### src/rtl/icg_ctrl_pkg.sv
// Shared types and defaults for the clock-gate enable controller.
// Channel state encoding plus channel count and timing defaults.
package icg_ctrl_pkg;

  typedef enum logic [1:0] {
    GATED  = 2'd0,
    WAKE   = 2'd1,
    ACTIVE = 2'd2
  } chan_state_t;

  localparam int N_CHAN       = 2;
  localparam int DEF_IDLE_CYC = 8;
  localparam int DEF_WAKE_LAT = 2;

endpackage

### src/rtl/icg_chan_fsm.sv
// One gated-clock channel: GATED/WAKE/ACTIVE FSM,
// wake-latency timer and idle-timeout counter.
import icg_ctrl_pkg::*;

module icg_chan_fsm #(
  parameter int IDLE_CYC = DEF_IDLE_CYC,
  parameter int WAKE_LAT = DEF_WAKE_LAT
) (
  input  logic clk,
  input  logic rst_n,
  input  logic req,
  input  logic force_on,
  input  logic grant,
  output logic cand,
  output logic en,
  output logic ready
);

  localparam logic [7:0] IDLE_LAST = 8'(IDLE_CYC - 1);
  localparam logic [3:0] WAKE_LAST = 4'(WAKE_LAT - 1);

  chan_state_t state_q;
  logic [7:0]  idle_q;
  logic [3:0]  wtmr_q;
  logic        busy;

  assign busy = req | force_on;
  assign cand = (state_q == GATED) && busy;

  always_ff @(posedge clk or negedge rst_n) begin
    if (!rst_n) begin
      state_q <= GATED;
      en      <= 1'b0;
      ready   <= 1'b0;
      idle_q  <= '0;
      wtmr_q  <= '0;
    end else begin
      unique case (state_q)
        GATED: begin
          if (grant) begin
            state_q <= WAKE;
            en      <= 1'b1;
            wtmr_q  <= '0;
          end
        end
        WAKE: begin
          if (wtmr_q == WAKE_LAST) begin
            state_q <= ACTIVE;
            ready   <= 1'b1;
            idle_q  <= '0;
          end else begin
            wtmr_q <= wtmr_q + 4'd1;
          end
        end
        ACTIVE: begin
          // activity on the timeout edge keeps the clock running
          if (busy) begin
            idle_q <= '0;
          end else if (idle_q == IDLE_LAST) begin
            state_q <= GATED;
            en      <= 1'b0;
            ready   <= 1'b0;
            idle_q  <= '0;
          end else begin
            idle_q <= idle_q + 8'd1;
          end
        end
        default: begin
          state_q <= GATED;
          en      <= 1'b0;
          ready   <= 1'b0;
        end
      endcase
    end
  end

endmodule

### src/rtl/icg_enable_ctrl.sv
// Two-channel ICG enable controller: one wake grant per edge,
// round-robin between channels, saturating wake counter.
import icg_ctrl_pkg::*;

module icg_enable_ctrl #(
  parameter int IDLE_CYC = DEF_IDLE_CYC,
  parameter int WAKE_LAT = DEF_WAKE_LAT
) (
  input  logic              clk,
  input  logic              rst_n,
  input  logic              force_on,
  input  logic [N_CHAN-1:0] req,
  output logic [N_CHAN-1:0] en,
  output logic [N_CHAN-1:0] ready,
  output logic [7:0]        wake_cnt
);

  logic [N_CHAN-1:0] cand;
  logic [N_CHAN-1:0] grant;
  logic              ptr_q;

  // ptr_q=1 favours channel 1 when both want to wake
  always_comb begin
    grant = '0;
    case (cand)
      2'b01:   grant = 2'b01;
      2'b10:   grant = 2'b10;
      2'b11:   grant = ptr_q ? 2'b10 : 2'b01;
      default: grant = '0;
    endcase
  end

  always_ff @(posedge clk or negedge rst_n) begin
    if (!rst_n) begin
      ptr_q    <= 1'b0;
      wake_cnt <= '0;
    end else if (|grant) begin
      ptr_q <= grant[0];
      if (wake_cnt != 8'hFF) begin
        wake_cnt <= wake_cnt + 8'd1;
      end
    end
  end

  for (genvar i = 0; i < N_CHAN; i++) begin : g_chan
    icg_chan_fsm #(
      .IDLE_CYC(IDLE_CYC),
      .WAKE_LAT(WAKE_LAT)
    ) u_chan (
      .clk      (clk),
      .rst_n    (rst_n),
      .req      (req[i]),
      .force_on (force_on),
      .grant    (grant[i]),
      .cand     (cand[i]),
      .en       (en[i]),
      .ready    (ready[i])
    );
  end

endmodule

### config.mk
export PLATFORM = sky130hd
export DESIGN_NAME = icg_enable_ctrl
export DESIGN_NICKNAME = d
export VERILOG_FILES = /design/src/rtl/icg_ctrl_pkg.sv /design/src/rtl/icg_chan_fsm.sv /design/src/rtl/icg_enable_ctrl.sv
export SDC_FILE = /design/constraint.sdc
export NUM_CORES = 1
export LEC_CHECK = 0
export CAP_MARGIN = 20
export CORE_MARGIN = 2
export CORE_UTILIZATION = 45
export CTS_BUF_LIST = sky130_fd_sc_hd__clkbuf_16
export CTS_CLUSTER_DIAMETER = 200
export CTS_CLUSTER_SIZE = 24
export DETAILED_ROUTE_END_ITERATION = 6
export GPL_ROUTABILITY_DRIVEN = 0
export MAX_ROUTING_LAYER = met4
export PLACE_DENSITY = 0.67
export SETUP_SLACK_MARGIN = 0.02
export SKIP_LAST_GASP = 1
export SLEW_MARGIN = 20
export SYNTH_ARGS = -nofsm -noshare
export SYNTH_HDL_FRONTEND = slang
export SYNTH_SLANG_ARGS = --single-unit
### constraint.sdc
create_clock -name clk -period 4.49 [get_ports clk]
set_clock_uncertainty 0.1 [all_clocks]
set_input_delay 0.898 -clock clk [delete_from_list [all_inputs] [get_ports clk]]
set_output_delay 0.898 -clock clk [all_outputs]
set_load 0.01 [all_outputs]
==> results of run 1 <==
==> state kept, by name (all words and copies together) (netlist names) <==
signal / count
wake_cnt: 8
g_chan.u_chan.ready: 2
g_chan.u_chan.wtmr_q: 8
ptr_q: 1
g_chan.u_chan.en: 2
g_chan.u_chan.idle_q: 16
g_chan.u_chan.state_q: 4
==> cell usage after synthesis, drive strengths merged <==
| library cell | n |
|---|---|
| nand4b | 1 |
| a31oi | 2 |
| o22ai | 4 |
| ha | 7 |
| or3b | 1 |
| o31ai | 5 |
| xor2 | 2 |
| nand3 | 12 |
| nand2 | 19 |
| nand3b | 1 |
| dfrtp | 41 |
| nor4 | 1 |
| nor2 | 9 |
| a21oi | 14 |
| and3b | 1 |
| nor4b | 3 |
| nor2b | 4 |
| a211oi | 1 |
| a22oi | 1 |
| nand4 | 8 |
| o32ai | 1 |
| or3 | 4 |
| mux2i | 1 |
| and4 | 1 |
| nand2b | 1 |
| mux2 | 3 |
| a21bo | 1 |
| nor3b | 4 |
| inv | 7 |
| buf | 5 |
| nor3 | 8 |
| a22o | 4 |
| and3 | 3 |
| o21ai | 15 |
| or4b | 1 |
| clkbuf | 2 |
| o21bai | 2 |
| xnor2 | 8 |
| or4 | 1 |
| o21ba | 1 |
| and2 | 1 |
| o21a | 3 |
| a21o | 2 |
| or2 | 1 |
==> cells in the final DEF, fill, tap and decap left out, drive strengths merged, types with 7 or more instances in the layout <==
cell / instances
a21oi: 14
clkdlybuf4s50: 15
nand4: 8
inv: 7
o21ai: 15
nand2: 19
nor2: 9
xnor2: 8
ha: 7
nand3: 12
nor3: 8
dfrtp: 41
==> how the worst max path moves through the flow <==
stage | slack [ns] | endpoint | cells after the start
2_1_floorplan | 2.37 | g_chan[0].u_chan.idle_q[4]$_DFFE_PN0P_ | 4
6_report | 1.98 | g_chan[0].u_chan.idle_q[5]$_DFFE_PN0P_ | 5
3_5_place_dp | 1.68 | wake_cnt[1]$_DFFE_PN0P_ | 5
4_1_cts | 1.98 | wake_cnt[1]$_DFFE_PN0P_ | 5
5_1_grt | 1.81 | wake_cnt[1]$_DFFE_PN0P_ | 5
3_3_place_gp | 1.75 | g_chan[0].u_chan.idle_q[4]$_DFFE_PN0P_ | 5
==> layer usage <==
layer	track usage, %	up-vias	part of all wire, %
met4	6.061	0	1.6
met5	-	-	0
met3	4.115	6	2.9
met2	24.40	18	44
li1	-	832	-
met1	24.60	793	51
==> power breakdown <==
| part | internal [W] | total [W] | switching, W | leakage (nW) |
|---|---|---|---|---|
| sequential | 0.000474 | 0.000604 | 0.000130 | 0.533 |
| combinational | 0.000273 | 0.000532 | 0.000259 | 0.470 |
| clock | 0.000260 | 0.000399 | 0.000139 | 0.0775 |
| total | 0.00101 | 0.00154 | 0.000528 | 1.08 |
==> cell families after synthesis <==
group	count (synthesis)
and+or+nand+nor	85
AOI/OAI and AO/OA	56
DFF	41
buffers and inverters	14
xor gates and xnor gates	10
adders and majority gates	7
muxes	4
==> final cells by class <==
cell class                 count  area share, %
tap                           54          2.671
clock buffer                   5          4.946
clock inverter                 3          1.632
sequential                    41          40.55
multi-input combinational    162          43.03
inverter                       7          1.039
timing repair buffer          16          6.133
==> stage by stage <==
step                hold WS (ns)  utilization, %
finish                    0.3971           53.92
global route              0.4128           53.92
CTS                       0.4014           53.92
detailed placement        0.3878           50.37
global placement          0.3760           50.37
floorplan                 0.3640               -
==> run_results.csv, run 1 <==
group,metric,value,unit
setup_path,r2r-start,"g_chan[1].u_chan.idle_q[0]$_DFFE_PN0P_",
final_layout,drive_above_1_share,9.829,%
setup_path,reg2reg_to,"g_chan[1].u_chan.idle_q[6]$_DFFE_PN0P_",
synthesis,synth_top_area_share,46.99,%
final_layout,syn_to_final_growth,15.87,%
cts,clkTransAtPathRegs,0.06,ns
setup_path,cp_max_fo,8,
die,die_width,73.66,um
worst_hold_path,hold_class,"flip-flop to flip-flop",
synthesis,yosysTopAreaCell,"dfrtp_1",
place,dp_hpwl,2830,um
setup_path,worstPathArrival,2.62,ns
timing,finalCritPeriodShare,55.84,%
cts,cts_hold_buf,0,
synthesis,synth_area_leaders,"dfrtp_1, ha_1, nand2_1, xnor2_1, o21ai_0",
synthesis,synth_fa_ha_area_share,4.011,%
setup_path,path_class,"primary input to flip-flop",
global_routing,antenna_found_initial,0,
power,power_leakage,1.081,nW
synthesis,ys_seq_elements,41,
cts,h-tree-depth,2,
routing,wl,4022,um
run,maxCapViolations,0,
place,place_ws,1.680,ns
worst_hold_path,holdCritStartpoint,"g_chan[1].u_chan.ready$_DFFE_PN0P_",
die,start_util,46.53,%
timing,finalSetupViolations,0,
global_routing,grt_max_degree,42,
final_layout,n_fill_cell,427,
place,dp.cells,280,
cts,cts.sinks,41,
routing,drtAntennaViolNets,0,
final_layout,antenna_cells,0,
global_routing,grt_pass1_vias,1547,
setup_path,critPathTopFamily,"simple AND/OR/NAND/NOR gates",
setup_path,cp_num_buf_inv,1,
cts,numCtsBuffers,5,
final_layout,multi_input_area,1089,um^2
routing,first_pass_iters,4,
synthesis,ys_seq_area_share,46.99,%
synthesis,synthMuxAreaShare,2.006,%
die,io_pins,17,
die,dieArea,5425,um^2
worst_hold_path,holdPathEnd,"g_chan[1].u_chan.ready$_DFFE_PN0P_",
die,die_h,73.66,um
run_status,outcome,"completed",
timing,tns,0,ns
synthesis,synth.distinct_cells,50,
timing,tightestPinTransition,0.9048,ns
setup_path,crit_path_start,"force_on",
setup_path,crit_chain,"clkdlybuf4s50_1, or4b_1, a21oi_2, a21o_1, a22o_1",
routing,routedWlPerCell,13.97,um
setup_path,cpMaxStageDelayCell,"or4b_1",
synthesis,syn_area,2183,um^2
synthesis,synth_warnings,0,
global_routing,grt_pass1_wl,7093,um
power,total_power,0.001535,W
routing,vias_per_cell,5.726,
timing,slew_headroom,39.68,%
setup_path,critPathLaunchType,"primary input",
global_routing,grt-ovfl-total,0,
timing,rsz0062_at_grt,"false",
cts,cts_buffer_depth,2,
die,core_area,4692,um^2
synthesis,yosys.area_share.simple,22.41,%
routing,num_vias,1649,
final_layout,seq_area,1026,um^2
setup_path,cp.required,4.61,ns
timing,fmax,398.8,MHz
routing,drtIter0Drc,98,
power,cellPowerDensity,606.8,nW/um^2
cts,cts_root_buf,"clkbuf_16",
cts,clock_latency,0.28,ns
timing,fin_crit,2.507,ns
cts,cts_tree,"built",
place,postPlaceCellArea,2364,um^2
global_routing,grt_use_total,17.38,%
synthesis,syn-num-nets,229,
synthesis,synth_area_per_cell,10.06,um^2
timing,setup_ws,1.983,ns
setup_path,cpPeakStageDelay,0.62,ns
synthesis,synth-compound-area-share,17.42,%
timing,slew_violations,0,
setup_path,worst_setup_path_end_kind,"flip-flop",
cts,post_cts_buffers,0,
timing,finalHoldViolCount,0,
setup_path,r2r_slack,2.39,ns
place,portBuffers,16,
final_layout,fin_nets,245,
synthesis,yosys.area_share.xor_xnor,4.011,%
cts,ctsResizeCount,0,
final_layout,stdcell_count,288,
die,rows,25,
setup_path,ff2ff_path_depth,5,
worst_hold_path,whs_path_depth,1,
routing,drc,0,
final_layout,final_area,2530,um^2
synthesis,synth_cells,217,
power,ir_drop,0.3330,mV
synthesis,synth_top_family_by_area,"simple AND/OR/NAND/NOR gates",
(Power assumes the default switching activity.)
==> run 2: changes to the inputs <==
==> constraint.sdc (replaced) <==
create_clock -name clk -period 2.5 [get_ports clk]
set_clock_uncertainty 0.1 [all_clocks]
set_input_delay 0.5 -clock clk [delete_from_list [all_inputs] [get_ports clk]]
set_output_delay 0.5 -clock clk [all_outputs]
set_load 0.01 [all_outputs]
==> run_results.csv, run 2 (synthesized netlist as in run 1, its figures left out) <==
group,metric,value,unit
cts,clkTransAtPathRegs,0.06,ns
timing,finalSetupViolations,0,
timing,slew_violations,0,
timing,finalHoldViolCount,0,
routing,vias_per_cell,5.778,
routing,first_pass_iters,4,
run,maxCapViolations,0,
cts,post_cts_buffers,0,
worst_hold_path,hold_class,"primary input to async pin",
setup_path,critPathLaunchType,"primary input",
timing,tightestPinTransition,0.5942,ns
power,total_power,0.002692,W
final_layout,final_common_cell,"dfrtp_1",
power,cellPowerDensity,1061,nW/um^2
place,dp_hpwl,2957,um
cts,cts_hold_buf,0,
global_routing,grt_use_total,17.91,%
power,ir_drop,0.6492,mV
setup_path,path_class,"primary input to flip-flop",
global_routing,antenna_found_initial,0,
die,die_width,73.66,um
cts,clock_latency,0.28,ns
final_layout,antenna_cells,0,
run_status,outcome,"completed",
final_layout,largest_register_ffs,16,
cts,cts_tree,"built",
setup_path,ff2ff_path_depth,6,
final_layout,final_core_util,54.11,%
setup_path,cp_max_fo,8,
cts,ctsResizeCount,0,
final_layout,top_register,"g_chan.u_chan.idle_q",
routing,drtAntennaViolNets,0,
setup_path,cp.required,2.62,ns
die,start_util,46.53,%
die,dieArea,5425,um^2
cts,cts.sinks,41,
global_routing,grt_pass1_vias,1615,
cts,cts_buffer_depth,2,
global_routing,grt_max_degree,28,
die,core_area,4692,um^2
routing,wl,4173,um
routing,num_vias,1693,
die,rows,25,
setup_path,reg2reg_to,"g_chan[1].u_chan.idle_q[7]$_DFFE_PN0P_",
timing,rsz0062_at_grt,"false",
final_layout,top_regs,"g_chan.u_chan.idle_q: 16 flops, g_chan.u_chan.wtmr_q: 8 flops, wake_cnt: 8 flops",
final_layout,fin_nets,250,
setup_path,crit_path_start,"force_on",
setup_path,r2r_slack,0.47,ns
final_layout,drive_above_1_share,11.30,%
timing,fmax,479.1,MHz
timing,finalCritPeriodShare,83.49,%
routing,routedWlPerCell,14.24,um
setup_path,worstPathArrival,2.21,ns
timing,slew_headroom,60.38,%
global_routing,grt_pass1_wl,7314,um
setup_path,worst_setup_path_end_kind,"flip-flop",
place,portBuffers,16,
power,power_leakage,1.096,nW
global_routing,grt-ovfl-total,0,
timing,holdWs,0.1205,ns
final_layout,syn_to_final_growth,16.27,%
timing,fin_crit,2.087,ns
routing,drtIter0Drc,89,
timing,tns,0,ns
cts,numCtsBuffers,5,
cts,h-tree-depth,2,
die,die_h,73.66,um
routing,drc,0,
final_layout,layout_common_cells,"dfrtp_1, nand2_1, clkdlybuf4s50_1, o21ai_0",
setup_path,r2r-start,"g_chan[1].u_chan.wtmr_q[1]$_DFFE_PN0P_",
cts,cts_root_buf,"clkbuf_16",
setup_path,crit_end,"g_chan[0].u_chan.idle_q[4]$_DFFE_PN0P_",
die,io_pins,17,
run 2: changes by cell type in the layout (fill, tap and decap cells not counted):
cell	before	now
buf_4	0	5
bufinv_16	1	0
clkinv_2	0	1
clkinv_1	1	2
clkinvlp_4	1	0
run 2: metrics by stage:
| step | cells | cell area (um^2) | worst slack, ns |
|---|---|---|---|
| finish | 293 | 2539 | 0.4129 |
| global route | 293 | 2539 | 0.2565 |
| CTS | 293 | 2539 | 0.4018 |
| detailed placement | 285 | 2401 | 0.1090 |
| global placement | 285 | 2401 | 0.1650 |
| floorplan | 217 | 2183 | 0.6552 |
run 2: how the worst min path moves through the flow:
stage,start,end,depth (start not counted)
finish,rst_n,g_chan[1].u_chan.idle_q[3]$_DFFE_PN0P_,1
global placement,g_chan[1].u_chan.ready$_DFFE_PN0P_,g_chan[1].u_chan.ready$_DFFE_PN0P_,1
CTS,rst_n,g_chan[1].u_chan.idle_q[3]$_DFFE_PN0P_,1
global route,rst_n,g_chan[1].u_chan.idle_q[3]$_DFFE_PN0P_,1
floorplan,rst_n,g_chan[0].u_chan.en$_DFFE_PN0P_,0
detailed placement,g_chan[1].u_chan.ready$_DFFE_PN0P_,g_chan[1].u_chan.ready$_DFFE_PN0P_,1
run 2: worst max-delay path: stages:
cell	delay, ns
clkdlybuf4s50_1	0.49
or4b_1	0.61
a21oi_2	0.32
a21o_1	0.16
a22o_1	0.12
run 2: cell type report:
cell class	count	area (um^2)
clock buffer	5	125.1
clock inverter	3	12.51
fill	431	2153
inverter	7	26.28
multi-input combinational	162	1089
sequential	41	1026
tap	54	67.56
timing repair buffer	21	192.7
run 2: layer usage:
metal | global-route usage, % | part of all wire [%]
met5 | - | 0
met4 | 7.677 | 2.1
met3 | 3.841 | 2.6
met2 | 26.09 | 46
met1 | 24.10 | 49
run 2: power breakdown:
part           internal [W]  total [W]  switching [W]
Clock              0.000361   0.000608       0.000248
Sequential         0.000853    0.00109       0.000236
Combinational      0.000519   0.000994       0.000476
Total               0.00173    0.00269       0.000959
==> run 3: changes to the inputs <==
--- a/config.mk
+++ b/config.mk
@@ -14,7 +14,7 @@
 export DETAILED_ROUTE_END_ITERATION = 6
 export GPL_ROUTABILITY_DRIVEN = 0
 export MAX_ROUTING_LAYER = met4
-export PLACE_DENSITY = 0.67
+export PLACE_DENSITY = 0.7
 export SETUP_SLACK_MARGIN = 0.02
 export SKIP_LAST_GASP = 1
 export SLEW_MARGIN = 20
==> constraint.sdc (replaced) <==
create_clock -name clk -period 1.75 [get_ports clk]
set_clock_uncertainty 0.1 [all_clocks]
set_input_delay 0.35 -clock clk [delete_from_list [all_inputs] [get_ports clk]]
set_output_delay 0.35 -clock clk [all_outputs]
set_load 0.01 [all_outputs]
==> run_results.csv, run 3 (synthesized netlist as in run 1, its figures left out) <==
group,metric,value,unit
global_routing,grt_pass1_wl,8100,um
cts,cts_buffer_depth,2,
global_routing,grt-ovfl-total,0,
routing,drtAntennaViolNets,0,
final_layout,largest_register_ffs,16,
timing,finalHoldViolCount,0,
place,portBuffers,16,
global_routing,grt_use_total,20.29,%
setup_path,worstPathArrival,1.24,ns
timing,finalSetupViolations,0,
worst_hold_path,hold_class,"flip-flop to flip-flop",
setup_path,worst_setup_path_end_kind,"output pin",
timing,rsz0062_at_grt,"true",
setup_path,cp_num_buf_inv,1,
cts,clock_latency,0.29,ns
timing,finalCritPeriodShare,96.67,%
cts,clkTransAtPathRegs,0.06,ns
routing,wl,4805,um
setup_path,cpPeakStageDelay,0.56,ns
die,dieArea,5425,um^2
final_layout,top_register,"g_chan.u_chan.idle_q",
final_layout,stdcell_count,333,
final_layout,fin_nets,290,
die,die_width,73.66,um
setup_path,crit_chain,"clkdlybuf4s50_1",
routing,drtIter0Drc,143,
timing,holdWs,0.3952,ns
power,cellPowerDensity,1479,nW/um^2
final_layout,final_common_cell,"buf_4",
power,ir_drop,0.8002,mV
global_routing,grt_pass1_vias,1814,
place,dp.cells,318,
routing,drc,0,
timing,fin_crit,1.692,ns
cts,numCtsBuffers,5,
setup_path,path_class,"flip-flop to output pin",
final_layout,drive_above_1_share,27.96,%
setup_path,critPathTopFamily,"buffers and inverters",
cts,cts_root_buf,"clkbuf_16",
global_routing,antenna_found_initial,0,
setup_path,cpMaxStageDelayCell,"clkdlybuf4s50_1",
setup_path,critPathLaunchType,"flip-flop",
die,die_h,73.66,um
final_layout,n_fill_cell,409,
die,start_util,46.53,%
die,rows,25,
die,io_pins,17,
timing,fmax,591.1,MHz
routing,num_vias,1889,
power,total_power,0.004339,W
cts,h-tree-depth,2,
final_layout,syn_to_final_growth,34.38,%
timing,tightestPinTransition,0.4348,ns
power,power_leakage,1.356,nW
final_layout,antenna_cells,0,
setup_path,cp.required,1.30,ns
cts,cts_tree,"built",
timing,tns,0,ns
setup_path,cp_max_fo,4,
run_status,outcome,"completed",
die,core_area,4692,um^2
final_layout,layout_common_cells,"buf_4, dfrtp_1, nand2_1, o21ai_0, nand3_1",
place,dp_hpwl,3479,um
global_routing,grt_max_degree,18,
routing,routedWlPerCell,14.43,um
cts,cts.sinks,41,
timing,slew_violations,0,
routing,vias_per_cell,5.673,
final_layout,top_regs,"g_chan.u_chan.idle_q: 16 flops, g_chan.u_chan.wtmr_q: 8 flops, wake_cnt: 8 flops",
routing,first_pass_iters,4,
timing,slew_headroom,71.01,%
run,maxCapViolations,0,
-- run 3: path summary, 6_finish.rpt --
path | start | end | slack, ns | depth (start not counted)
worst min-delay path | g_chan[1].u_chan.en$_DFFE_PN0P_ | g_chan[1].u_chan.en$_DFFE_PN0P_ | 0.40 | 1
worst max register to register | g_chan[1].u_chan.wtmr_q[1]$_DFFE_PN0P_ | g_chan[1].u_chan.idle_q[7]$_DFFE_PN0P_ | 0.06 | 6
worst min register to register | g_chan[1].u_chan.en$_DFFE_PN0P_ | g_chan[1].u_chan.en$_DFFE_PN0P_ | 0.40 | 1
worst max-delay path | wake_cnt[2]$_DFFE_PN0P_ | wake_cnt[2] | 0.06 | 1
min in group asynchronous | rst_n | g_chan[0].u_chan.idle_q[4]$_DFFE_PN0P_ | 0.45 | 2
max in group asynchronous | rst_n | g_chan[1].u_chan.idle_q[3]$_DFFE_PN0P_ | 0.62 | 3
-- run 3: report_power, final --
| group | internal (W) | total, W | switching (W) |
|---|---|---|---|
| clock | 0.000530 | 0.000905 | 0.000375 |
| sequential | 0.00122 | 0.00147 | 0.000250 |
| combinational | 0.00105 | 0.00196 | 0.000915 |
| total | 0.00280 | 0.00434 | 0.00154 |
-- run 3: routing by layer --
layer  track usage (%)  routed length (um)  vias to the layer above
met1             25.55                2248                      914
li1                  -                   -                      922
met4             8.687                 108                        0
met3             4.390                 204                       11
met2             31.55                2242                       42
met5                 -                   0                        -
-- run 3: metrics by stage --
stage / worst slack, ns / utilization (%) / area [um^2]
after floorplan: 0.02107 / - / 2183
after global placement: -0.3746 / 56.72 / 2661
after detailed placement: -0.3895 / 56.72 / 2661
after CTS: 0.01102 / 60.43 / 2835
after global routing: -0.003493 / 62.53 / 2934
final: 0.05833 / 62.53 / 2934
-- run 3: area by class of cell --
type	instances	area (um^2)	share of cell area (%)
Multi-Input combinational cell	162	1152	39.28
Sequential cell	41	1026	34.97
Timing Repair Buffer	61	514.2	17.53
Clock buffer	5	125.1	4.264
Tap cell	54	67.56	2.303
Inverter	7	26.28	0.8955
Clock inverter	3	22.52	0.7676
-- run 3: what timing repair did --
action / CTS / global route
gates cloned: 0 / 0
hold endpoints to repair: 15 / 0
setup buffers: 1 / 5
resized for setup: 4 / 13
pin swaps: 0 / 2
hold buffers: 1 / 0
endpoints found under the setup margin: 18 / 38
==> RTL change 1 (settings of run 2) <==
Change the package constant `N_CHAN` from 2 to 4.
--- a/src/rtl/icg_ctrl_pkg.sv
+++ b/src/rtl/icg_ctrl_pkg.sv
@@ -8,7 +8,7 @@
     ACTIVE = 2'd2
   } chan_state_t;
 
-  localparam int N_CHAN       = 2;
+  localparam int N_CHAN       = 4;
   localparam int DEF_IDLE_CYC = 8;
   localparam int DEF_WAKE_LAT = 2;
 
Ports: changed (resized en, ready and req); port bits go from 17 to 23. The function was not compared with the original's and may differ.
==> RTL change 1 against run 2 <==
  * Setup slack got worse by 0.051 ns
  * Fmax decreased by 2.4%
  * Total power decreased by 5.4%
  * Area after synthesis increased by 4.1%
  * Clock power increased by 3.5%
  * Cell area increased by 6.1%
  * Sequential cell count unchanged
  * Wire length increased by 5.8%
  * Critical path type unchanged
  * Largest power group unchanged
==> RTL change 1: results (changes against run 2) <==
** Status
- Run status :: finished clean (unchanged)

** Cells and area
- Number of clock-tree buffers in the layout :: 5 (unchanged)
- Number of nets at the end of the flow :: 263 (was 250)
- Total of plain and repair buffers excluding clock buffers :: 29 (was 21)
- The number of non-clock inverters was 6 (was 7).
- The area occupied by multi-input gates was 1150 sq um (was 1090 sq um).
- The clock network area share is 0.0529 (was 0.0542).
- Multi-input gates :: 166 (was 162)
- Layout fillers :: 427 (was 431)
- The fraction of cell area in non-clock buffers is 0.100 (was 0.0759).
- Share of final-layout standard cells stronger than drive strength 1 :: 0.108 (was 0.113)
- The area overhead of the layout relative to synthesis is 18.5% (was 16.3%).

** Power and ir drop
- The leakage power figure came to 1.19 nW (was 1.10 nW).
- Internal power component :: 1.65 mW (was 1.73 mW)
- Largest voltage drop on the vdd net :: 0.563 mV (was 0.649 mV)
- The combinational gate power came to 858 uW (was 994 uW).

** Detailed routing
- The sum of met3 wire segment lengths after detailed routing was 142 um (was 109 um).
- DR vias/cell :: 5.54 (was 5.78)
- The wire length on met1 was 2150 um (was 2060 um).
- The met2 wire length is 2030 um (was 1920 um).
- The uppermost signal routing layer after detailed routing is met4 (unchanged).

** Critical path
- Worst R2R Path Depth :: 7 (was 6)
- CP Data Arrival Time :: 2.21 ns (about the same)
- The largest incremental delay on the critical path came to 0.54 ns (was 0.61 ns).
- Slowest library cell on the worst path :: or3_1 (was or4b_1)

** Place
- Count of buffers from port buffering :: 18 (was 16)
- The number of instances in the placed design came to 309 (was 285).
- Detailed-placement wirelength estimate :: 3110 um (was 2960 um)

** Logic synthesis
- Synth cell types :: 57 (was 50)
- Area fraction in compound gates after synthesis :: 0.145 (was 0.174)
- The xor/xnor share of the synthesized area was 0.0578 (was 0.0401).
- Largest cells by area after synthesis :: dfrtp_1 (45%), xor2_1 (4.6%), ha_1 (3.9%), buf_4 (2.6%), nand2_1 (2.6%) (was dfrtp_1 (47%), ha_1 (4.0%), nand2_1 (3.3%), xnor2_1 (3.2%), o21ai_0 (3.0%))
- The post-synthesis share of cell area spent on full adders, half adders and majority gates is 0.0385 (was 0.0401).
- The proportion of synthesized chip area in sequential cells was 0.451 (was 0.470).
- The share of synthesized area spent on multiplexers is 0.0237 (was 0.0201).
- Post-Syn Instances :: 223 (was 217)

** Global routing
- The global router's overall resource usage was 0.186 (was 0.179).
- Maximum number of pins on one net before global-route repair :: 42 (was 28)
- Global-route wire length before repair :: 7740 um (was 7310 um)

** Die
- Well tap count :: 67 (was 54)

** Timing
- Minimum hold slack :: 0.0739 ns (was 0.120 ns)
RTL change 1: routing by layer:
metal,track usage,up-vias
met5,-,-
met3,0.0535,9
met2,0.281,23
li1,-,869
met1,0.239,855
met4,0.0694,0
RTL change 1: path summary, 6_finish.rpt:
kind                                                   startpoint                                endpoint
setup / recovery                                         force_on                 wake_cnt[1]$_DFFE_PN0P_
max in group asynchronous                                   rst_n  g_chan[1].u_chan.idle_q[0]$_DFFE_PN0P_
setup reg to reg           g_chan[0].u_chan.wtmr_q[1]$_DFFE_PN0P_  g_chan[0].u_chan.idle_q[7]$_DFFE_PN0P_
min in group clk               g_chan[0].u_chan.ready$_DFFE_PN0P_      g_chan[0].u_chan.ready$_DFFE_PN0P_
hold / removal                                              rst_n  g_chan[0].u_chan.idle_q[3]$_DFFE_PN0P_
hold reg to reg                g_chan[0].u_chan.ready$_DFFE_PN0P_      g_chan[0].u_chan.ready$_DFFE_PN0P_
==> RTL change 2 (config.mk and constraints of run 2) <==
Without the edit above. Encoding of `chan_state_t`: now one-hot (3 bits for 3 states).
--- a/src/rtl/icg_ctrl_pkg.sv
+++ b/src/rtl/icg_ctrl_pkg.sv
@@ -2,10 +2,10 @@
 // Channel state encoding plus channel count and timing defaults.
 package icg_ctrl_pkg;
 
-  typedef enum logic [1:0] {
-    GATED  = 2'd0,
-    WAKE   = 2'd1,
-    ACTIVE = 2'd2
+  typedef enum logic [2:0] {
+    GATED  = 3'b001,
+    WAKE   = 3'b010,
+    ACTIVE = 3'b100
   } chan_state_t;
 
   localparam int N_CHAN       = 2;
Formal check against the unedited RTL: same outputs for any inputs over 10 cycles, from zero or initial values and one cycle with rst_n low; not proved beyond that.
==> RTL change 2 against run 2 <==
  * Cell area rose by 6.7%
  * Setup slack got worse by 0.11 ns
  * Sequential cell count rose by 2
  * Wire length increased by 11%
  * Area after synthesis grew 6.5%
  * Global-route usage increased by 0.83 points
  * Die area rose by 6.2%
  * Worst hold slack improved by 0.0011 ns
  * Cell count rose by 13%
  * Sequential power grew 7%
  * Total power up 5.6%
  * Critical path type is now flop to flop
  * Critical endpoint is now g_chan[0].u_chan.idle_q[5]$_DFFE_PN0P_
==> RTL change 2: results (changes against run 2) <==
** Status
- Run status: finished clean (unchanged).

** Critical path
- The endpoint arrival time on the critical path came to 2.27 ns (was 2.21 ns).
- Peak per-stage delay on the critical path :: 0.56 ns (was 0.61 ns)
- The biggest fanout along the worst timing path came to 7 (was 8).
- The slack of the worst reg-to-reg path came to 0.30 ns (was 0.47 ns).
- End of the worst register-to-register path :: g_chan[0].u_chan.idle_q[5]$_DFFE_PN0P_ (was g_chan[1].u_chan.idle_q[7]$_DFFE_PN0P_)
- The number of cell instances on the worst register-to-register path came to 4 (was 6).
- Endpoint required time on the critical path :: 2.57 ns (was 2.62 ns)

** Global routing
- Global-route wire length before repair :: 8060 um (was 7310 um)
- Total global-route track usage :: 0.187 (was 0.179)
- Met3 usage in global routing :: 0.0503 (was 0.0384)
- The met1 usage is 0.234 (was 0.241).
- The via count of the first global-routing pass is 1795 (was 1615).

** Cells and area
- The filler cell count was 467 (was 431).
- The fraction of final layout cells with drive strength greater than 1 was 0.123 (was 0.113).
- The non-filler instance count after layout is 330 (was 293).
- The total number of nets in the final design was 271 (was 250).

** Logic synthesis
- The post-synthesis share of cell area spent on full adders, half adders and majority gates was 0.0377 (was 0.0401).
- XOR/XNOR Fraction of Synth Area :: 0.0414 (was 0.0401)
- Area fraction in compound gates after synthesis :: 0.185 (was 0.174)
- The portion of synthesized cell area occupied by the leading cell type is 0.441 (was 0.470).
- The proportion of synthesized chip area in sequential cells is 0.464 (was 0.470).

** Power and ir drop
- The logic gate share of total power came to 0.368 (was 0.369).
- Total chip power :: 2.84 mW (was 2.69 mW)
- The leakage power figure is 1.13 nW (was 1.10 nW).

** Detailed routing
- DR vias/cell :: 5.57 (was 5.78)
- The met2 wire length is 2280 um (was 1920 um).
- The wire length on met1 came to 2170 um (was 2060 um).

** Place
- The number of instances in the placed design is 322 (was 285).
- Pre-CTS worst setup slack :: 0.119 ns (was 0.109 ns)
- The post-place instance area was 2570 sq um (was 2400 sq um).
- The HPWL after detailed placement came to 3310 um (was 2960 um).
==> RTL change 2: changes by cell type after synthesis, sizes merged, moves of 3 or more <==
| cell | before | now |
|---|---|---|
| nand4 | 8 | 4 |
| xnor2 | 8 | 4 |
| clkbuf | 2 | 5 |
| or2 | 1 | 6 |
| or4 | 1 | 5 |
| o21ai | 15 | 18 |
| or3b | 1 | 4 |
| a311o | 0 | 3 |
| nor3b | 4 | 7 |
| xor2 | 2 | 7 |
==> RTL change 2: layout make-up <==
| type | instances | area, sq um | area share |
|---|---|---|---|
| inverters | 8 | 30.0 | 0.0111 |
| clock inverters | 3 | 16.3 | 0.00601 |
| multi-input cells | 177 | 1150 | 0.427 |
| well taps | 70 | 87.6 | 0.0323 |
| repair buffers | 24 | 215 | 0.0795 |
| flip-flops and latches | 43 | 1080 | 0.398 |
| clock buffers | 5 | 125 | 0.0462 |
